## config.mk

```make
export PLATFORM = sky130hd
export DESIGN_NAME = vending_machine_multi
export DESIGN_NICKNAME = d
export VERILOG_FILES = /design/src/rtl/vending_pkg.sv /design/src/rtl/vending_change_port.sv /design/src/rtl/vending_machine_multi.sv
export SDC_FILE = /design/constraint.sdc
export NUM_CORES = 1
export LEC_CHECK = 0
export CORE_ASPECT_RATIO = 0.9
export CORE_UTILIZATION = 51
export DETAILED_ROUTE_END_ITERATION = 12
export PLACE_DENSITY = 0.88
export SLEW_MARGIN = 20
export SYNTH_ARGS = -nofsm -noshare
export SYNTH_HDL_FRONTEND = slang
export SYNTH_SLANG_ARGS = --single-unit
```

## constraint.sdc

```tcl
create_clock -name clk -period 3.7 [get_ports clk]
set_input_delay 1.11 -clock clk [delete_from_list [all_inputs] [get_ports clk]]
set_output_delay 1.11 -clock clk [all_outputs]
set_load 0.02 [all_outputs]
```

## src/rtl/vending_pkg.sv

```systemverilog
// Shared types and constants for the multi-coin vending machine.
// State encoding, default pricing and the credit-sum width helper.
package vending_pkg;

    typedef enum logic [1:0] {
        IDLE    = 2'd0,
        COLLECT = 2'd1,
        VEND    = 2'd2,
        REFUND  = 2'd3
    } state_t;

    localparam int DEFAULT_PRICE      = 10;
    localparam int DEFAULT_MAX_CREDIT = 255;

    // One extra bit so credit + coin can never wrap before the limit check.
    function automatic int sum_width(input int val_w);
        return val_w + 1;
    endfunction

endpackage

```

## src/rtl/vending_change_port.sv

```systemverilog
// Valid/ready output register for the change payout.
// Loads an amount, holds it stable until accepted, then clears.
module vending_change_port #(
    parameter int VAL_W = 8
) (
    input  logic             clk,
    input  logic             reset,
    input  logic             load,
    input  logic [VAL_W-1:0] amount,
    input  logic             ready,
    output logic             valid,
    output logic [VAL_W-1:0] data
);

    // NOTE: sequential state uses non-blocking assignments so every register
    // samples pre-edge values regardless of process ordering.
    always_ff @(posedge clk) begin
        if (reset) begin
            valid <= 1'b0;
            data  <= '0;
        end else if (load) begin
            valid <= 1'b1;
            data  <= amount;
        end else if (valid && ready) begin
            valid <= 1'b0;
            data  <= '0;
        end
    end

endmodule

```

## src/rtl/vending_machine_multi.sv

```systemverilog
// Multi-coin vending FSM with credit accumulator, change payout and refund.
// Optional stock tracking is enabled by defining VENDING_STOCK_EN.
module vending_machine_multi
    import vending_pkg::*;
#(
    parameter int VAL_W      = 8,
    parameter int PRICE      = DEFAULT_PRICE,
    parameter int MAX_CREDIT = DEFAULT_MAX_CREDIT,
    parameter int STOCK_INIT = 4
) (
    input  logic             clk,
    input  logic             reset,
    input  logic             coin,
    input  logic [VAL_W-1:0] coin_value,
    input  logic             cancel,
    output logic             valid,
    output logic             coin_reject,
    output logic [VAL_W-1:0] credit,
    output logic             change_valid,
    output logic [VAL_W-1:0] change,
    input  logic             change_ready,
    output logic             sold_out
);

    localparam int SUM_W = sum_width(VAL_W);

    state_t           state_q, state_d;
    logic [VAL_W-1:0] credit_q, credit_d;
    logic             valid_q, reject_q, reject_d;
    logic [SUM_W-1:0] coin_sum;
    logic             coin_present;
    logic             coin_fits;
    logic             sold_q;
    logic             change_load;

    assign coin_sum     = {1'b0, credit_q} + {1'b0, coin_value};
    assign coin_present = coin && (coin_value != '0);
    assign coin_fits    = (coin_sum <= SUM_W'(MAX_CREDIT));

    // NOTE: every signal written here gets a default first, so no path
    // through the case can leave one unassigned and infer a latch.
    always_comb begin
        state_d  = state_q;
        credit_d = credit_q;
        reject_d = 1'b0;
        case (state_q)
            IDLE, COLLECT: begin
                if (cancel && state_q == COLLECT) begin
                    state_d  = REFUND;
                    reject_d = coin_present;
                end else begin
                    if (coin_present) begin
                        if (coin_fits && !sold_q) credit_d = coin_sum[VAL_W-1:0];
                        else                      reject_d = 1'b1;
                    end
                    if (credit_d >= VAL_W'(PRICE)) state_d = VEND;
                    else if (credit_d != '0)       state_d = COLLECT;
                    else                           state_d = IDLE;
                end
            end
            VEND: begin
                reject_d = coin_present;
                credit_d = credit_q - VAL_W'(PRICE);
                state_d  = (credit_q != VAL_W'(PRICE)) ? REFUND : IDLE;
            end
            REFUND: begin
                reject_d = coin_present;
                if (change_ready) begin
                    credit_d = '0;
                    state_d  = IDLE;
                end
            end
            default: state_d = IDLE;
        endcase
    end

    always_ff @(posedge clk) begin
        if (reset) begin
            state_q  <= IDLE;
            credit_q <= '0;
            valid_q  <= 1'b0;
            reject_q <= 1'b0;
        end else begin
            state_q  <= state_d;
            credit_q <= credit_d;
            valid_q  <= (state_d == VEND);
            reject_q <= reject_d;
        end
    end

    // Change is captured on entry to REFUND; it equals the credit held there.
    assign change_load = (state_d == REFUND) && (state_q != REFUND);

    vending_change_port #(.VAL_W(VAL_W)) u_change_port (
        .clk    (clk),
        .reset  (reset),
        .load   (change_load),
        .amount (credit_d),
        .ready  (change_ready),
        .valid  (change_valid),
        .data   (change)
    );

`ifdef VENDING_STOCK_EN
    localparam int STOCK_W = (STOCK_INIT > 0) ? $clog2(STOCK_INIT + 1) : 1;

    logic [STOCK_W-1:0] stock_q, stock_d;

    always_comb begin
        stock_d = stock_q;
        if (state_q == VEND && stock_q != '0) stock_d = stock_q - STOCK_W'(1);
    end

    always_ff @(posedge clk) begin
        if (reset) begin
            stock_q <= STOCK_W'(STOCK_INIT);
            sold_q  <= (STOCK_INIT == 0);
        end else begin
            stock_q <= stock_d;
            sold_q  <= (stock_d == '0);
        end
    end
`else
    // No stock tracking: constant low (the comparison is never true).
    assign sold_q = (STOCK_INIT < 0);
`endif

    assign valid       = valid_q;
    assign coin_reject = reject_q;
    assign credit      = credit_q;
    assign sold_out    = sold_q;

endmodule

```

==> impl_metrics.py <==
metrics = {
    "placed_design": {
        "port_buffers": 31,
        "dpl_worst_slack_ns": -0.02605,
        "hpwl_um": 2895,
        "dpl-instance-area_um2": 1912,
        "gpl.final_weighted_congestion": 0.9198,
    },
    "floorplanning": {
        "initial_utilization_pct": 54.93,
        "dieHeight_um": 54.24,
        "design.portCount": 33,
        "die_w_um": 60.05,
        "floorplan.core_area_um2": 2815,
        "floorplan.rows": 18,
        "die_area_um2": 3257,
    },
    "run_status": {
        "status": "complete, no violations",
    },
    "finish": {
        "proportion_of_layout_cells_with_a_drive_suffix_above_1_pct": 9.910,
        "n_antenna_cell": 0,
        "fillers": 235,
        "final_design_area_no_fill_um2": 1938,
        "area.growth.synth_to_final_pct": 25.32,
        "finished_core_util_pct": 68.84,
        "nets": 246,
    },
    "detailed_routing": {
        "wl_um": 3764,
        "ant_nets": 0,
        "avgViaCountPerCell": 5.924,
        "route.detailed.wl_per_inst_um": 14.37,
        "drt_drc_violations_left": 0,
        "drt_iter0_markers": 65,
        "detail_route.first_pass.iterations": 5,
        "vias": 1552,
    },
    "grt": {
        "grt_pass1_wl_um": 6134,
        "groute.layer.met2.usage_pct": 40.74,
        "most_used_routing_layer_in_global_routing": "met2",
        "antenna_found_initial": 0,
        "via_count_of_the_first_global_routing_pass": 1310,
        "grt_usage_pct": 26.03,
        "global_route.usage.met1_pct": 36.30,
        "largest_net_degree_at_the_start_of_global_routing": 19,
        "globalRouteOverflowTotal": 0,
        "grtUsageMet3_pct": 5.674,
    },
    "timing": {
        "setup_viol_count_final": 0,
        "final.setup.worst_slack_ns": 0.3105,
        "fin_worst_skew_ns": 0.01082,
        "max_freq_mhz": 295.0,
        "hold_violations": 0,
        "timing.final.crit_period_ns": 3.390,
        "period_share_pct": 91.61,
        "totalNegativeSetupSlack_ns": 0,
        "timing_worst_slew_pin_value_ns": 0.6216,
        "unrepaired_setup_endpoints_after_global_routing": "false",
        "maxSlewViolCount": 0,
        "max-slew-margin-rel_pct": 58.43,
    },
    "synth": {
        "register_area_share_after_synthesis_pct": 27.18,
        "largest_family_of_logic_cells_by_synthesized_area": "compound AO/OA/AOI/OAI gates",
        "syn-cell-area_um2": 1546,
        "syn_inst_count": 189,
        "post_synthesis_compound_gate_area_fraction_pct": 25.57,
        "synth_area_per_cell_um2": 8.182,
        "synth.yosys.warnings": 0,
        "synth.area.top_cells": "sky130_fd_sc_hd__dfxtp_1 27%, sky130_fd_sc_hd__ha_1 7.3%, sky130_fd_sc_hd__a21oi_1 7.1%",
        "synth_cell_types": 53,
        "synth_largest_type_area_fraction_pct": 27.18,
        "muxShareOfSynthArea_pct": 6.311,
        "synth_simple_gate_area_share_pct": 24.03,
        "synth_seq_cells": 21,
        "adder_cell_area_share_of_the_yosys_netlist_pct": 8.576,
        "yosys.cell_count.top_type": "sky130_fd_sc_hd__a21oi_1",
        "synth_top_cells_by_count": "22 x sky130_fd_sc_hd__a21oi_1, 21 x sky130_fd_sc_hd__dfxtp_1, 15 x sky130_fd_sc_hd__nand2_1, 15 x sky130_fd_sc_hd__nor2_1",
        "synth_top_flop_cell": "sky130_fd_sc_hd__dfxtp_1",
        "synth-edff-count": 0,
        "synth_largest_area_cell": "sky130_fd_sc_hd__dfxtp_1",
        "synth_async_sr_flop_share_pct": 0,
        "synth_fp_nets": 212,
        "yosys.area_share.xor_xnor_pct": 2.832,
    },
    "cts": {
        "max-clock-path-buffers": 2,
        "clk_root_buffer_cell": "sky130_fd_sc_hd__clkbuf_4",
        "clock_sink_count": 21,
        "cts_tree": "built",
        "holdBufCountCts": 0,
        "cts_buffers": 3,
        "cts-resized-gates": 0,
        "cts_setup_buffers": 0,
        "clk_latency_ns": 0.32,
        "htree_num_levels": 1,
        "worst_setup_hold_path_clk_slew_ns": 0.12,
    },
    "critical_path": {
        "critical_path.max_fanout": 7,
        "cp_data_arrival_time_ns": 3.58,
        "data_required_critical_path_ns": 3.90,
        "worst_setup_path_end_kind": "flop",
        "startpoint_type": "primary input",
        "setup.worst_path.class": "in2reg",
    },
    "power": {
        "totalPowerFinal_mw": 1.702,
        "peakVddDrop_v": 0.0005280,
        "p_leak_nw": 0.7534,
        "cellPowerDensity_nw_per_um2": 878.1,
    },
    "hold_path": {
        "worstHoldPathType": "reg2reg",
    },
    "job": {
        "drv_cap": 0,
    },
}
-- critical path: stages --
cell and delay [ns]:
sky130_fd_sc_hd__clkdlybuf4s50_1 0.48, sky130_fd_sc_hd__ha_1 0.17, sky130_fd_sc_hd__inv_1 0.05, sky130_fd_sc_hd__fa_1 0.37, sky130_fd_sc_hd__nand2b_1 0.17, sky130_fd_sc_hd__a21o_2 0.23, sky130_fd_sc_hd__a31oi_4 0.20, sky130_fd_sc_hd__nor3_4 0.10
sky130_fd_sc_hd__mux2_4 0.31, sky130_fd_sc_hd__a221oi_2 0.31, sky130_fd_sc_hd__o31ai_1 0.09
-- layer usage --
metal,wire [um],up-vias
met5,0,-
met4,38,0
met3,282,5
met2,1742,61
met1,1701,715
li1,-,771
-- worst paths after layout --
check                                           start               endpoint  slack, ns  depth (start not counted)
worst max-delay path                    coin_value[0]  u_change_port.data[5]       0.31                         11
worst min-delay path            u_change_port.data[7]  u_change_port.data[7]       0.48                          2
worst max register to register              credit[1]  u_change_port.data[5]       1.09                          9
worst min register to register  u_change_port.data[7]  u_change_port.data[7]       0.48                          2
-- flip-flops by register name, indices dropped and copies added (netlist names) --
name / cells
state_q: 2
u_change_port.valid: 1
u_change_port.data: 8
coin_reject: 1
credit: 8
valid: 1
-- layout make-up --
class / instances / area [um2] / area share [%]
Sequential cell: 21 / 420.4 / 21.69
Tap cell: 40 / 50.05 / 2.582
Multi-Input combinational cell: 150 / 1045 / 53.91
Clock buffer: 4 / 26.28 / 1.356
Inverter: 9 / 33.78 / 1.743
Timing Repair Buffer: 38 / 362.8 / 18.72
-- report_power, final --
part | leakage [nW] | switching [mW] | internal, mW | total, mW
combinational | 0.565 | 0.610 | 0.528 | 1.14
sequential | 0.173 | 0.136 | 0.315 | 0.450
clock | 0.0150 | 0.0717 | 0.0422 | 0.114
-- per-stage QoR --
stage	hold slack, ns	instances
floorplan	0.5470	189
global placement	0.4598	258
detailed placement	0.4644	258
CTS	0.4796	262
global route	0.5263	262
finish	0.4772	262
-- cell families (layout without fill, tap and decap cells) --
group | Yosys count | count (layout)
and+or+nand+nor | 68 | 68
AOI/OAI and AO/OA | 57 | 57
DFF | 21 | 21
buffers and inverters | 18 | 51
adders and majority gates | 10 | 10
muxes | 9 | 9
xor gates and xnor gates | 5 | 5
other | 1 | 1
-- placed cells by master (no fill, tap or decap), types with 4 or more instances in the layout --
master	n
sky130_fd_sc_hd__o21ai_0	9
sky130_fd_sc_hd__nand3_1	6
sky130_fd_sc_hd__a21oi_1	22
sky130_fd_sc_hd__mux2i_1	6
sky130_fd_sc_hd__nand2b_1	6
sky130_fd_sc_hd__buf_4	7
sky130_fd_sc_hd__nor2_1	15
sky130_fd_sc_hd__clkdlybuf4s50_1	31
sky130_fd_sc_hd__nor3_1	4
sky130_fd_sc_hd__inv_1	9
sky130_fd_sc_hd__dfxtp_1	21
sky130_fd_sc_hd__ha_1	9
sky130_fd_sc_hd__nor4_1	5
sky130_fd_sc_hd__nand2_1	15
sky130_fd_sc_hd__a31oi_1	4
(Power assumes the default switching activity.)
